**src/rtl/sram_arb_pkg.sv**
```systemverilog
// sram_arb_pkg: default geometry and op encoding shared by the 1RW SRAM port arbiter.
package sram_arb_pkg;
  localparam int ADDR_W_D = 1;
  localparam int DATA_W_D = 96;
  localparam int MASK_W_D = 2;
  localparam int STARVE_LIMIT_D = 4;
  typedef enum logic [1:0] {OP_IDLE, OP_RD, OP_WR} op_e;
endpackage

```
**src/rtl/sram_resp_skid.sv**
```systemverilog
// sram_resp_skid: one-entry skid holding a read response the consumer has not yet taken.
module sram_resp_skid #(
  parameter int DATA_W = 96
) (
  input  logic              clock,
  input  logic              reset,
  input  logic              rd_grant,
  input  logic [DATA_W-1:0] sram_rdata,
  input  logic              resp_ready,
  output logic              rd_ok,
  output logic              resp_valid,
  output logic [DATA_W-1:0] resp_data
);
  logic              inflight_q, skid_v_q, skid_v_d;
  logic [DATA_W-1:0] skid_q, skid_d;
  // Capture the macro output the cycle after the read, since a following write may disturb it.
  always_comb begin
    skid_v_d = skid_v_q ? !resp_ready : (inflight_q && !resp_ready);
    skid_d   = (inflight_q && !skid_v_q && !resp_ready) ? sram_rdata : skid_q;
  end
  always_ff @(posedge clock or posedge reset) begin
    if (reset) begin
      inflight_q <= 1'b0;
      skid_v_q   <= 1'b0;
      skid_q     <= '0;
    end else begin
      inflight_q <= rd_grant;
      skid_v_q   <= skid_v_d;
      skid_q     <= skid_d;
    end
  end
  assign rd_ok      = !skid_v_q && (!inflight_q || resp_ready);
  assign resp_valid = skid_v_q || inflight_q;
  assign resp_data  = skid_v_q ? skid_q : sram_rdata;
endmodule

```
**src/rtl/sram_1rw_port_arbiter.sv**
```systemverilog
// sram_1rw_port_arbiter: shares one 1RW SRAM between a write and a read channel,
// one op per cycle, with a skid-buffered read response and bounded write starvation.
module sram_1rw_port_arbiter
  import sram_arb_pkg::*;
#(
  parameter int ADDR_W       = ADDR_W_D,
  parameter int DATA_W       = DATA_W_D,
  parameter int MASK_W       = MASK_W_D,
  parameter int STARVE_LIMIT = STARVE_LIMIT_D
) (
  input  logic              clock,
  input  logic              reset,
  input  logic              w_valid,
  output logic              w_ready,
  input  logic [ADDR_W-1:0] w_addr,
  input  logic [MASK_W-1:0] w_mask,
  input  logic [DATA_W-1:0] w_data,
  input  logic              r_valid,
  output logic              r_ready,
  input  logic [ADDR_W-1:0] r_addr,
  output logic              resp_valid,
  input  logic              resp_ready,
  output logic [DATA_W-1:0] resp_data,
  output logic              sram_en,
  output logic              sram_wmode,
  output logic [ADDR_W-1:0] sram_addr,
  output logic [MASK_W-1:0] sram_wmask,
  output logic [DATA_W-1:0] sram_wdata,
  input  logic [DATA_W-1:0] sram_rdata
);
  localparam int SW = $clog2(STARVE_LIMIT + 1);
  logic [SW-1:0] starve_q, starve_d;
  logic          rd_ok, force_w, rd_grant, wr_grant;
  op_e           op;
  sram_resp_skid #(.DATA_W(DATA_W)) u_skid (
    .clock      (clock),
    .reset      (reset),
    .rd_grant   (rd_grant),
    .sram_rdata (sram_rdata),
    .resp_ready (resp_ready),
    .rd_ok      (rd_ok),
    .resp_valid (resp_valid),
    .resp_data  (resp_data)
  );
  // Reads win by default; a write that has lost STARVE_LIMIT times in a row takes the slot.
  assign force_w  = starve_q == SW'(STARVE_LIMIT);
  assign r_ready  = rd_ok && !(w_valid && force_w);
  assign w_ready  = force_w || !(r_valid && rd_ok);
  assign rd_grant = r_valid && r_ready;
  assign wr_grant = w_valid && w_ready;
  assign op       = rd_grant ? OP_RD : (wr_grant ? OP_WR : OP_IDLE);
  always_comb begin
    sram_en    = op != OP_IDLE;
    sram_wmode = op == OP_WR;
    sram_addr  = op == OP_RD ? r_addr : (op == OP_WR ? w_addr : '0);
    sram_wmask = op == OP_WR ? w_mask : '0;
    sram_wdata = op == OP_WR ? w_data : '0;
    starve_d   = (w_valid && !w_ready) ? (force_w ? starve_q : starve_q + 1'b1) : '0;
  end
  always_ff @(posedge clock or posedge reset) begin
    if (reset) starve_q <= '0;
    else       starve_q <= starve_d;
  end
endmodule

```
**config.mk**
```make
export PLATFORM = sky130hd
export DESIGN_NAME = sram_1rw_port_arbiter
export DESIGN_NICKNAME = d
export VERILOG_FILES = /design/src/rtl/sram_arb_pkg.sv /design/src/rtl/sram_resp_skid.sv /design/src/rtl/sram_1rw_port_arbiter.sv
export SDC_FILE = /design/constraint.sdc
export NUM_CORES = 1
export LEC_CHECK = 0
export BUFFER_PORTS_ARGS = -buffer_cell sky130_fd_sc_hd__buf_2
export CAP_MARGIN = 20
export CORE_AREA = 2 2 154 156
export DETAILED_ROUTE_END_ITERATION = 8
export DIE_AREA = 0 0 156 158
export SYNTH_ARGS = -nofsm -noshare
export SYNTH_HDL_FRONTEND = slang
export SYNTH_HIERARCHICAL = 1
export SYNTH_SLANG_ARGS = --single-unit
```
**constraint.sdc**
```tcl
create_clock -name clock -period 5.1 [get_ports clock]
set_input_delay 0.765 -clock clock [delete_from_list [all_inputs] [get_ports clock]]
set_output_delay 0.765 -clock clock [all_outputs]
set_load 0.005 [all_outputs]
```
=== Word level (Yosys, flattened, before mapping) ===
Cells that the tools add are included.

* Word-level logic and storage cells: 39
* Output and inout bits: 200
* Bits in registers: 101

* Eq/ne operators: 4
* Muxes and demuxes: 10
* $add $sub $neg: 1
* Reductions and logical operators: 20

{| class="wikitable"
|+ Operator list
! kind !! number
|-
| 96-bit 2-to-1 mux || 2
|-
| 1-bit logical AND || 10
|-
| 1-bit zero test || 6
|-
| 2-bit 2-to-1 mux || 3
|-
| 3-bit 2-to-1 mux || 2
|-
| 3-bit by 1-bit adder with 3-bit output, second input constant || 1
|-
| 3-bit == test, second input constant || 1
|-
| 1-bit logical OR || 3
|-
| 1-bit 2-to-1 mux || 3
|-
| 2-bit by 1-bit == test with 1-bit output, second input constant || 1
|-
| 2-bit == test, second input constant || 1
|-
| 2-bit != test, second input constant || 1
|-
| 2-bit nonzero test || 1
|}

=== Longest topological paths before layout ===
* Depth in word-level cells: 12
* Depth in mapped cells: 9

=== Cells and area by module ===
Netlist, hierarchy kept.

{| class="wikitable"
|+ By module, submodules not included
! module !! cells an instance !! instances !! area an instance (µm²) !! sequential area each (µm²)
|-
| sram_resp_skid || 317 || 1 || 4784.6 || 2452.4
|-
| sram_1rw_port_arbiter || 132 || 1 || 885.8 || 75.1
|}

=== Least setup slack after synthesis ===
Ideal clock, no wire load.

* Path kind: reg2out
* Start point: register u_skid.skid_v_q
* End point: output sram_wdata[87]
* Arrival: 1.753 ns
* Required time: 4.335 ns
* Path buffers: 5
* Cell stages (with the launch flop): 10
* Slack: 2.582 ns
* Cells stage by stage: dfrtp_1 buf_2 buf_2 buf_2 a21oi_1 and2_1 buf_2 a21boi_4 clkbuf_2 and2_1

* Longest elaborated chain between the ends: 10

{| class="wikitable"
|+ Ends and longest elaborated chain
! what !! RTL line !! RTL
|-
| start: declaration || sram_resp_skid.sv:14 || <nowiki>logic inflight_q, skid_v_q, skid_v_d;</nowiki>
|-
| start signal: assignment || sram_resp_skid.sv:28 || <nowiki>skid_v_q <= skid_v_d;</nowiki>
|-
| 1-bit zero test (*) || sram_resp_skid.sv:32 || <nowiki>assign rd_ok = !skid_v_q && (!inflight_q || resp_ready);</nowiki>
|-
| 1-bit logical AND (*) || sram_resp_skid.sv:32 ||
|-
| via rd_ok || sram_1rw_port_arbiter.sv:33 || <nowiki>logic rd_ok, force_w, rd_grant, wr_grant;</nowiki>
|-
| 1-bit logical AND || sram_1rw_port_arbiter.sv:48 || <nowiki>assign w_ready = force_w || !(r_valid && rd_ok);</nowiki>
|-
| 1-bit zero test || sram_1rw_port_arbiter.sv:48 ||
|-
| 1-bit logical OR || sram_1rw_port_arbiter.sv:48 ||
|-
| 1-bit logical AND || sram_1rw_port_arbiter.sv:50 || <nowiki>assign wr_grant = w_valid && w_ready;</nowiki>
|-
| 2-bit 2-to-1 mux || sram_1rw_port_arbiter.sv:51 || <nowiki>assign op = rd_grant ? OP_RD : (wr_grant ? OP_WR : OP_IDLE);</nowiki>
|-
| 2-bit 2-to-1 mux (*) || sram_1rw_port_arbiter.sv:51 ||
|-
| 2-bit == test (*) || sram_1rw_port_arbiter.sv:57 || <nowiki>sram_wdata = op == OP_WR ? w_data : '0;</nowiki>
|-
| 96-bit 2-to-1 mux (*) || sram_1rw_port_arbiter.sv:57 ||
|-
| end: declaration || sram_1rw_port_arbiter.sv:28 || <nowiki>output logic [DATA_W-1:0] sram_wdata,</nowiki>
|}

Mark *: on every way through the listed nets, which the timed path passes. The rest lies on a longest branch.

=== Final worst setup path ===
* Start point: register u_skid.skid_v_q
* End point: output sram_wdata[20]

The elaborated chain is that of the path after synthesis.

==> flow_summary.toml <==
[timing]
fin_crit_sh_pct = 64.58
drv_slew = 0
finalHoldViolCount = 0
setup_viol = 0
finClkSkew_ps = 7.495
rsz0062_at_grt = "false"
fin_crit_ps = 3294
tightest_slew_ps = 984.8
clock.fmax_mhz = 303.6
max_slew_margin_pct = 34.27
finalSetupTns_ps = 0

[floorplanning]
rows = 56
core_mm2 = 0.02305
die_y_um = 158
pin_count = 401
start_util_pct = 24.60
die_w_um = 156
dieArea_mm2 = 0.02465

[grt]
grt.overflow.total = 0
antenna_found_initial = 1
grt_max_degree = 101
track_usage_pct = 14.82
grt_first_pass_wirelength_um = 27810
grt_pass1_vias = 4814

[layout]
mostFrequentLayoutCells = "400 x buf_2, 152 x mux2_2, 102 x and2_1"
area_delta_synth_final_pct = 44.75
fin_nets = 1038
layout.cells.most_common = "buf_2"
drive_above_1_share_pct = 69.05
fin_cells = 1130
fill_cells = 2364
diodes = 0
utilization_pct = 35.61

[clock_network]
cts_setup_buffers = 0
ctsHoldBuffers = 0
clock_path_buffers = 2
root_buffer = "clkbuf_16"
cts_tree = "yes"
htreeDepth = 3
cts_resized = 0
clock_sinks = 101
worstSkewPairLatency_ps = 350
numCtsBuffers = 9
clk_pin_slew_worst_paths_ps = 70

[critical_path]
critPathSlowestCell = "dfrtp_4"
reg2reg_depth = 3
crit_fanout = 100
r2r_end = "u_skid/skid_q[27]$_DFFE_PP0P_"
end_kind = "output pin"
worstPathRequired_ps = 4340
max_stage_delay_ps = 720
critPathKind = "flop to output pin"
r2r_slack_ps = 2580
start_kind = "flop"
path_cells = "a21oi_1 > and2_1 > a21boi_4 > buf_4 > and2_1 > buf_2"
cp-startpoint = "u_skid/skid_v_q$_DFF_PP0_"
timing.rr.start = "u_skid/skid_v_q$_DFF_PP0_"
crit_arrival_ps = 2530
cp_common_cell = "and2_1"

[drt]
drc_errors = 0
drtPass1Iterations = 4
viasPerCell = 4.342
wl_um = 19440
vias = 4907
drt_iter0_drc = 149
antenna_left = 0
wl_per_cell_um = 17.20

[pwr]
p_int_mw = 1.803
power.leakage_nw = 4.144
share_comb_of_total_power_pct = 29.0
clockPowerShare_pct = 26.6
power_mw = 2.520
seqPwrFrac_pct = 44.4
vdd_drop_max_mv = 0.1309
powerDensity_mw_per_mm2 = 307.0
swShare_pct = 28.44
p_sw_mw = 0.7165

[yosys]
synth_warnings = 6
ys_seq_elements = 101
syn_inst = 449
syn_area_mm2 = 0.005670
synth_fp_nets = 652
yosysTopAreaCellShare_pct = 44.57
synth_seq_area_share_pct = 44.57
synth_cell_type_count = 21
synth.area.top_cells = "dfrtp_1 45%, mux2_2 30%, and2_1 11%"
synth_top_area_cell = "dfrtp_1"
avgSynthCellArea_um2 = 12.63

[hold_path]
worstHoldPathType = "primary input to asynchronous set/reset pin"

[place]
port_buffers = 400
place.gp.congestion = 0.8122
placedCellCount = 1114
dpl.hpwl_um = 15070

[run_status]
outcome = "complete, no violations"

[flow_run]
cap_violations = 0
-- worst max-delay path: cells and delay by family (launching register included) --
family          cells  cell delay [ps]
buf+inv             2              690
simple gates        2              500
flops               1              720
compound gates      2              230
-- logic make-up (layout without fill, tap and decap cells) --
group	Yosys count	count (layout)	share of synthesized area, %
compound gates	3	3	0.5957
buf+inv	37	428	3.685
fa+ha+maj	2	2	0.4412
simple gates	113	113	12.40
flops	101	101	44.57
mux	193	193	38.31
-- power by group through the flow --
stage / Sequential (mW) / Combinational (mW) / Clock, mW
detailed placement: 1.13 / 0.739 / 0
floorplan: 1.10 / 0.453 / 0
finish: 1.12 / 0.730 / 0.670
global route: 1.15 / 0.808 / 0.742
CTS: 1.12 / 0.745 / 0.709
global placement: 1.12 / 0.735 / 0
-- synth_stat cells --
cell	count
buf_4	2
mux2i_1	1
clkbuf_2	9
buf_2	17
mux2_1	40
buf_6	4
nor3b_2	1
a21oi_1	1
dfrtp_1	101
and4_1	1
ha_1	2
inv_1	5
or2_2	2
a32o_1	1
nand3_1	1
mux2_2	152
and2_1	102
nand2_1	3
nor2_1	2
nor3b_1	1
a21boi_4	1
-- worst max-delay path by stage --
stage	endpoint	cells after the start
after global routing	sram_wdata[61]	6
final	sram_wdata[20]	6
after CTS	resp_data[44]	3
after floorplan	u_skid/inflight_q$_DFF_PP0_	1
after global placement	sram_wdata[48]	8
after detailed placement	sram_wdata[48]	8
-- metal layers --
| metal | part of all wire (%) | GRT usage (%) | vias to the layer above |
|---|---|---|---|
| li1 | - | - | 2323 |
| met1 | 40 | 17.61 | 2345 |
| met2 | 49 | 25.33 | 225 |
| met3 | 9.2 | 5.749 | 12 |
| met4 | 1.1 | 3.495 | 2 |
| met5 | 0.077 | 0 | - |
-- flip-flops by register name, summed over array words and instances, names as in the netlist --
register           flops
u_skid/skid_v_q        1
starve_q               3
u_skid/inflight_q      1
u_skid/skid_q         96
-- cell type report --
class | count | area [µm²] | share of cell area (%)
Clock buffer | 10 | 229.0 | 2.790
Tap cell | 290 | 362.8 | 4.421
Multi-Input combinational cell | 311 | 2940 | 35.82
Timing Repair Buffer | 407 | 2067 | 25.18
Sequential cell | 101 | 2531 | 30.84
Inverter | 5 | 21.27 | 0.2591
Clock inverter | 6 | 56.30 | 0.6860
-- per-stage QoR --
stage | cell area [µm²] | setup slack, ps | hold WS, ps
after global routing | 8208 | 1606 | 311.7
after detailed placement | 7923 | 1972 | 468.4
final | 8208 | 1806 | 321.0
after CTS | 8208 | 1784 | 301.4
after floorplan | 5670 | 1773 | 435.2
after global placement | 7923 | 1994 | 459.5
Power figures use the tool's default switching activity.
